==> config.mk <==
export PLATFORM = sky130hd
export DESIGN_NAME = ca_replica_nco
export DESIGN_NICKNAME = d
export VERILOG_FILES = /design/src/rtl/ca_replica_nco.sv
export SDC_FILE = /design/constraint.sdc
export NUM_CORES = 2
export LEC_CHECK = 0
export CORE_ASPECT_RATIO = 0.5
export CORE_MARGIN = 5
export CORE_UTILIZATION = 25
export CTS_BUF_LIST = sky130_fd_sc_hd__clkbuf_4
export DETAILED_ROUTE_END_ITERATION = 7
export PLACE_DENSITY_LB_ADDON = 0.08
export SYNTH_ARGS = -nofsm -noshare
export SYNTH_HDL_FRONTEND = slang
export SYNTH_SLANG_ARGS = --single-unit
==> constraint.sdc <==
create_clock -name clk -period 6.15 [get_ports clk]
set_input_delay 1.23 -clock clk [delete_from_list [all_inputs] [get_ports clk]]
set_output_delay 1.23 -clock clk [all_outputs]
set_load 0.01 [all_outputs]
==> src/rtl/ca_replica_nco.sv <==
// C/A replica generator driven by a code-rate NCO.
// Phase = chip_index + fractional chip; NUM_TAPS replica taps are read from
// the PRN table at sub-chip offsets around the prompt position. Phase is moved
// by load (absolute) and slew (relative, one sub-chip per enabled cycle)
// commands over a valid/ready handshake.

// One replica tap: wraps (P + OFFSET) into the code period and picks the chip.
module ca_replica_tap #(
    parameter int SUBCHIP_BITS = 2,
    parameter int OFFSET       = 0
) (
    input  logic [9:0]              chip,
    input  logic [SUBCHIP_BITS-1:0] sub,
    input  logic [1022:0]           code,
    output logic                    tap_bit
);
    localparam int MOD = 1023 << SUBCHIP_BITS;

    logic signed [31:0] pos_s;

    // Offset position folded back into [0, MOD) so taps wrap in both directions.
    always_comb begin
        pos_s = $signed({{(22 - SUBCHIP_BITS){1'b0}}, chip, sub}) + OFFSET;
        if (pos_s < 0)
            pos_s = pos_s + MOD;
        else if (pos_s >= MOD)
            pos_s = pos_s - MOD;
        tap_bit = code[pos_s[SUBCHIP_BITS +: 10]];
    end
endmodule

module ca_replica_nco #(
    parameter int NUM_TAPS     = 3,
    parameter int TAP_SPACING  = 2,
    parameter int SUBCHIP_BITS = 2,
    parameter int NCO_WIDTH    = 32
) (
    input  logic                 clk,
    input  logic                 rst_n,
    input  logic                 enable,
    input  logic [1022:0]        CA_code,
    input  logic [NCO_WIDTH-1:0] code_fcw,
    input  logic                 cmd_valid,
    input  logic                 cmd_type,
    input  logic [15:0]          cmd_value,
    output logic                 cmd_ready,
    output logic [NUM_TAPS-1:0]  taps,
    output logic [9:0]           chip_index,
    output logic                 epoch
);
    // Two guard bits so the accumulator sum can show both carry and borrow.
    localparam int SW = NCO_WIDTH + 2;
    localparam logic [SW-1:0] U_EXT = SW'(1) << (NCO_WIDTH - SUBCHIP_BITS);
    localparam logic [9:0] LAST_CHIP = 10'd1022;

    typedef enum logic {IDLE, SLEW} state_t;

    state_t                state_q, state_d;
    logic [15:0]           cnt_q, cnt_d;
    logic                  dir_q, dir_d;
    logic                  ld_pend_q, ld_pend_d;
    logic [9:0]            ld_val_q, ld_val_d;
    logic [9:0]            chip_q, chip_d;
    logic [NCO_WIDTH-1:0]  frac_q, frac_d;
    logic [NUM_TAPS-1:0]   taps_q, taps_d;
    logic                  epoch_q, epoch_d;

    logic [SW-1:0]         adj;
    logic [SW-1:0]         sum;
    logic [15:0]           slew_mag;
    logic                  accept;
    logic [NUM_TAPS-1:0]   tap_bits;

    // Magnitude of the signed slew request (0x8000 maps to 32768, fits 16 bits).
    always_comb begin
        slew_mag = cmd_value[15] ? (~cmd_value + 16'd1) : cmd_value;
    end

    // Command FSM: accepts commands in IDLE, paces slew adjustments in SLEW.
    // A load is parked for one cycle and applied on the following enabled edge.
    always_comb begin
        state_d   = state_q;
        cnt_d     = cnt_q;
        dir_d     = dir_q;
        ld_pend_d = ld_pend_q;
        ld_val_d  = ld_val_q;
        adj       = '0;
        cmd_ready = (state_q == IDLE);
        accept    = cmd_valid && (state_q == IDLE);

        if (enable && ld_pend_q)
            ld_pend_d = 1'b0;

        case (state_q)
            IDLE: begin
                if (accept) begin
                    if (!cmd_type) begin
                        ld_pend_d = 1'b1;
                        ld_val_d  = (cmd_value >= 16'd1023) ? 10'd0 : cmd_value[9:0];
                    end else if (slew_mag != 16'd0) begin
                        cnt_d   = slew_mag;
                        dir_d   = cmd_value[15];
                        state_d = SLEW;
                    end
                end
            end
            SLEW: begin
                if (enable) begin
                    adj   = dir_q ? (~U_EXT + SW'(1)) : U_EXT;
                    cnt_d = cnt_q - 16'd1;
                    if (cnt_q == 16'd1)
                        state_d = IDLE;
                end
            end
            default: state_d = IDLE;
        endcase
    end

    // NCO step: carry/borrow out of frac moves the chip by one, mod 1023.
    always_comb begin
        sum     = {2'b00, frac_q} + {2'b00, code_fcw} + adj;
        chip_d  = chip_q;
        frac_d  = frac_q;
        epoch_d = 1'b0;
        if (enable) begin
            if (ld_pend_q) begin
                chip_d = ld_val_q;
                frac_d = '0;
            end else begin
                frac_d = sum[NCO_WIDTH-1:0];
                if (sum[SW-1]) begin
                    chip_d = (chip_q == 10'd0) ? LAST_CHIP : chip_q - 10'd1;
                end else if (sum[NCO_WIDTH]) begin
                    if (chip_q == LAST_CHIP) begin
                        chip_d  = 10'd0;
                        epoch_d = 1'b1;
                    end else begin
                        chip_d = chip_q + 10'd1;
                    end
                end
            end
        end
    end

    // Tap k sits ((NUM_TAPS-1)/2 - k)*TAP_SPACING sub-chips ahead of prompt.
    for (genvar k = 0; k < NUM_TAPS; k++) begin : g_tap
        ca_replica_tap #(
            .SUBCHIP_BITS(SUBCHIP_BITS),
            .OFFSET      (((NUM_TAPS - 1) / 2 - k) * TAP_SPACING)
        ) u_tap (
            .chip   (chip_q),
            .sub    (frac_q[NCO_WIDTH-1 -: SUBCHIP_BITS]),
            .code   (CA_code),
            .tap_bit(tap_bits[k])
        );
    end

    // Taps are sampled from the current phase and hold while disabled.
    always_comb begin
        taps_d = enable ? tap_bits : taps_q;
    end

    // State register; reset parks everything at chip 0 with no pending work.
    always_ff @(posedge clk or negedge rst_n) begin
        if (!rst_n) begin
            state_q   <= IDLE;
            cnt_q     <= '0;
            dir_q     <= 1'b0;
            ld_pend_q <= 1'b0;
            ld_val_q  <= '0;
            chip_q    <= '0;
            frac_q    <= '0;
            taps_q    <= '0;
            epoch_q   <= 1'b0;
        end else begin
            state_q   <= state_d;
            cnt_q     <= cnt_d;
            dir_q     <= dir_d;
            ld_pend_q <= ld_pend_d;
            ld_val_q  <= ld_val_d;
            chip_q    <= chip_d;
            frac_q    <= frac_d;
            taps_q    <= taps_d;
            epoch_q   <= epoch_d;
        end
    end

    assign taps       = taps_q;
    assign chip_index = chip_q;
    assign epoch      = epoch_q;
endmodule

==> results <==
- The synthesis-stage register bit count is 75.
- Counting both buffers and inverters, the worst setup path holds a total of 4.
- Power spread over the standard cell area amounts to between 700 and 800 nW/um^2.
- Counting tap cells, the placed design contains a total of a little over 8000 instances.
- The initialized floorplan defines 98 standard-cell rows.
- The effective utilization at floorplan is 25.1%.
- The transition time at the pin with the least slew margin is 1.47 ns.
- The total power of the final layout is ~0.037 W.
- The area of the core is 142000 sq um.
- Among cell families on the critical path, the largest total delay comes from compound AO/OA/AOI/OAI gates.
- The share of total power dissipated in combinational logic is between 90% and 100%.
- STA puts the critical path data required time at 6.63 ns.
- The clock passes through at most 2 buffers.
- The finished layout holds approximately 8200 standard cells, fillers aside.
- TritonCTS built the clock tree.
- STA puts the critical path data arrival time at 6.57 ns.
- Global routing used 42.5% of the available tracks.
- The largest net degree at the start of global routing is between 90 and 100.
- Summed over all nets, the switching power comes to 0.0240 W.
- The port buffer count is between 1000 and 1500.
- Setup repair after global routing left no endpoint under its margin.
- The later pin in the worst-skew pair is clocked with a latency of 0.56 ns.
- Hold repair after CTS inserted 0 buffers.
- The number of antenna violations at the first check in global routing is 90.
- The classification of the worst setup path is reg -> reg.
- The classification of the worst-slack hold path is in -> async.
- The count of flip-flops with a built-in enable after synthesis is 0.
- The most prevalent standard cell on the critical path is sky130_fd_sc_hd__buf_4.
- Based on the critical path, the design can be clocked at up to 164 MHz.
- Clock tree synthesis found a total of 75 sinks.
- The via count of the first global-routing pass is just over 50000.
- The number of clock buffers added by TritonCTS is 9.
- The count of H-tree levels built during CTS is 3.
- The detail route stage leaves a number of antenna-violating nets equal to 0.
- The clock network is responsible for around 1% of the overall power.
- In the finished design, the share of the clock period the worst path needs comes to 99.1%.
- In the final design database the tool counted 7439 nets.
- For this run, the number of Yosys warnings is 0.
- The area used by multi-input combinational logic is 31400 sq um.
- The final reports fail on max-capacitance violations.
- The run finished, with violations left.
- The floorplan step set the die height to 277 um.
- The total nets after synthesis is 6518.
- Dividing the detail-routed wire length by the instance count gives 41.3 um.
- The static leakage power is 19.7 nW.
- The signed area change from the synthesized netlist to the final layout is 41.7%.
- The final number of hold-violating endpoints was 0.
- The max-slew violation count is 0.
- The main flop type after synthesis is sky130_fd_sc_hd__dfrtp_1.
- The die is 544 um wide.
- Clock-pin slew was measured on the worst setup and hold paths at 0.21 ns.
- The via count normalized by instance count is about 6.6.
- STA classifies the critical path startpoint as a flip-flop.
- The number of unique standard cell types used by synthesis is between 80 and 90.
- The storage element area is 1880 sq um.
- The maximum fanout along the worst path is 9.
- The critical path's largest stage delay is 0.85 ns.
- After synthesis, the share of flip-flops with an asynchronous set or reset is 100%.
- The total I/O pin count is 1091.
- The portion of total power attributed to sequential cells is roughly 2.6%.
- Sequential cells were found to cover under 10% of the synthesized design area.
- The post-synthesis instance area is 35700 sq um.
- The congestion estimate from routability-driven global placement came to 1.03.
- The filler cells instantiated in the layout total 15077.
- The final worst clock skew is roughly 0.07 ns.
- Setup violations remaining at the end of the flow were counted as 0.
- Of the cells placed in the final design, the portion with a size suffix greater than 1 is roughly 11%.
- The maximum VDD drop is 476 uV.
- The critical path goes through inv_1 -> ha_4 -> nor2b_1 -> a31oi_1 -> o2111a_1 -> nand4_1 -> buf_4 -> o22ai_2 -> o211ai_1 -> buf_4 -> o22ai_1 -> or4_1 -> o21ai_0 -> and3_1 -> nor4_1 -> nor4_2 -> buf_4 -> nor3_2.
- The half-perimeter wire length of the detailed placement result is between 200000 and 300000 um.
- The first-pass GRT wire length is 452000 um.
- The worst pin sits at a relative slew slack of 0.899%.
- The switching part of the total power is between 60% and 70%.
- The die area is 151000 sq um.
- Across the run, the number of max-cap violations was 1.
- The total wire length is 340000 um.
- The overflow left after global routing is 0.
- The detailed router placed 54523 vias in this run.
- On the critical path, the stage with the largest delay is an instance of sky130_fd_sc_hd__o211ai_1.
- The critical path capture point type is a flip-flop.
- The instance count of the mapped netlist is ~5400.
- The first-pass detailed-route iteration total is 8.
- The setup TNS is 0 ns.
- The final critical delay including setup and external delays is 6.10 ns.
- The post-detailed-route DRC marker count is 0.
- Cell internal power was estimated by the tool at 0.0128 W.
- A synthesized cell averages 6.65 sq um.
- The root buffer cell is sky130_fd_sc_hd__clkbuf_4.
- The number of DRC markers after the initial detailed-route iteration is 8530.
-- synth_stat cells (all sizes together) (12+ instances only) --
master      n  area (sq um)
and3       88           551
nand2b     13          81.3
o221ai     35           307
xnor2      35           314
nand2    1689          6340
nand3     627          3140
a2111oi    16           160
inv        92           345
a311oi     44           385
o21ai     137           686
mux4      257          5790
and2       15          93.8
clkbuf    214           803
dfrtp      75          1880
a22oi      17           128
a21o       29           218
nor4       41           263
or3        12          75.1
or4        14           105
mux2       12           135
a31oi     118           738
a221o      16           160
nand4     129           807
ha         77           963
nor3       73           375
mux2i     308          3080
a211oi     81           608
buf       306          1620
a32o       14           140
a21oi     114           571
a22o       28           245
o22ai      80           500
a32oi     102           901
nor2      154           583
xor2       30           263
a221oi     79           692
o31ai      12          95.1
nor3b      13          97.6
o211ai     36           270
-- routing by layer --
| layer | track usage [%] | up-vias | wire, um |
|---|---|---|---|
| met5 | 0 | - | 284 |
| met4 | 15.5 | 42 | 15100 |
| met3 | 14.2 | 768 | 39900 |
| met2 | 63.4 | 4029 | 143000 |
| met1 | 56.8 | 27648 | 141000 |
| li1 | - | 22036 | - |
-- power groups by stage --
| stage | logic (W) | clock network, W | registers (W) |
|---|---|---|---|
| after CTS | 0.0339 | 0.000381 | 0.000970 |
| after floorplan | 0.0196 | 0 | 0.000855 |
| after global placement | 0.0337 | 0 | 0.000973 |
| after detailed placement | 0.0338 | 0 | 0.000977 |
| final | 0.0355 | 0.000365 | 0.000971 |
| after global routing | 0.0365 | 0.000385 | 0.00101 |
-- kinds of logic (layout without fill, tap and decap cells) --
group | after synthesis | after routing | share of synthesized area (%)
compound gates | 1055 | 1055 | 21.5
simple gates | 2898 | 2899 | 35.7
other cells | 0 | 51 | 0
flops | 75 | 75 | 5.26
fa+ha+maj | 80 | 80 | 2.87
mux | 577 | 577 | 25.3
buf+inv | 612 | 1536 | 7.77
xor+xnor | 65 | 65 | 1.62
-- final cells by class --
class / count / share of cell area (%)
clock buffers: 11 / 0.163
well taps: 1900 / 4.71
inverters: 92 / 0.684
flip-flops and latches: 75 / 3.72
clock inverters: 4 / 0.0842
repair buffers: 1429 / 28.2
multi-input cells: 4676 / 62.2
diodes: 51 / 0.253
-- through the flow --
| step | hold WS [ns] | util (%) | cell area [sq um] | worst slack [ns] |
|---|---|---|---|---|
| final | 0.480 | 35.5 | 50500 | 0.0537 |
| after global routing | 0.477 | 35.5 | 50500 | 0.0000480 |
| after CTS | 0.424 | 35.3 | 50300 | 0.0154 |
| after detailed placement | 0.491 | 35.2 | 50100 | -0.374 |
| after global placement | 0.488 | 35.2 | 50100 | -0.212 |
| after floorplan | 0.472 | - | 35700 | 0.427 |
-- worst reg2reg max path: cells and delay by family, from the launching register on --
kind | cells | cell delay, ns
AOI/OAI and AO/OA | 6 | 2.27
and+or+nand+nor | 7 | 2.02
buffers and inverters | 4 | 1.09
DFF | 1 | 0.42
adders and majority gates | 1 | 0.22
-- final timing paths --
| check | start | end | slack, ns | cells past startpoint |
|---|---|---|---|---|
| hold reg to reg | dir_q$_DFFE_PN0P_ | dir_q$_DFFE_PN0P_ | 0.52 | 1 |
| setup / recovery | chip_index[0]$_DFFE_PN0P_ | taps[2]$_DFFE_PN0P_ | 0.05 | 18 |
| max in group asynchronous | rst_n | cnt_q[11]$_DFFE_PN0P_ | 4.37 | 2 |
| setup reg to reg | chip_index[0]$_DFFE_PN0P_ | taps[2]$_DFFE_PN0P_ | 0.05 | 18 |
| hold / removal | rst_n | frac_q[0]$_DFFE_PN0P_ | 0.48 | 1 |
| min in group clk | dir_q$_DFFE_PN0P_ | dir_q$_DFFE_PN0P_ | 0.52 | 1 |
-- flip-flops by register name, indices dropped and copies added (netlist names) --
name	cells
taps	3
frac_q	32
epoch	1
state_q	1
ld_val_q	10
ld_pend_q	1
dir_q	1
chip_index	10
cnt_q	16
-- what timing repair did --
action                                 4_1_cts  5_1_grt
cloned                                       0        1
endpoints found under the hold margin        0        0
resized for setup                            4       14
setup buffers                                0        3
pin swaps                                    0        3
setup endpoints to repair                    2        2
-- placed cells by master, fill, tap and decap left out, types with 92 or more instances in the layout --
master                            synthesis  routed
sky130_fd_sc_hd__nor2_1                 152     140
sky130_fd_sc_hd__o21ai_0                134     131
sky130_fd_sc_hd__a32oi_1                101     101
sky130_fd_sc_hd__clkdlybuf4s50_1          0    1088
sky130_fd_sc_hd__mux4_2                 257     257
sky130_fd_sc_hd__buf_4                   49     274
sky130_fd_sc_hd__a21oi_1                114     111
sky130_fd_sc_hd__nand2_1               1688    1682
sky130_fd_sc_hd__inv_1                   92      92
sky130_fd_sc_hd__mux2i_1                308     307
sky130_fd_sc_hd__nand4_1                129     129
sky130_fd_sc_hd__nand3_1                627     627
sky130_fd_sc_hd__a31oi_1                118     117
No activity file was read; power rests on OpenSTA's default activity.
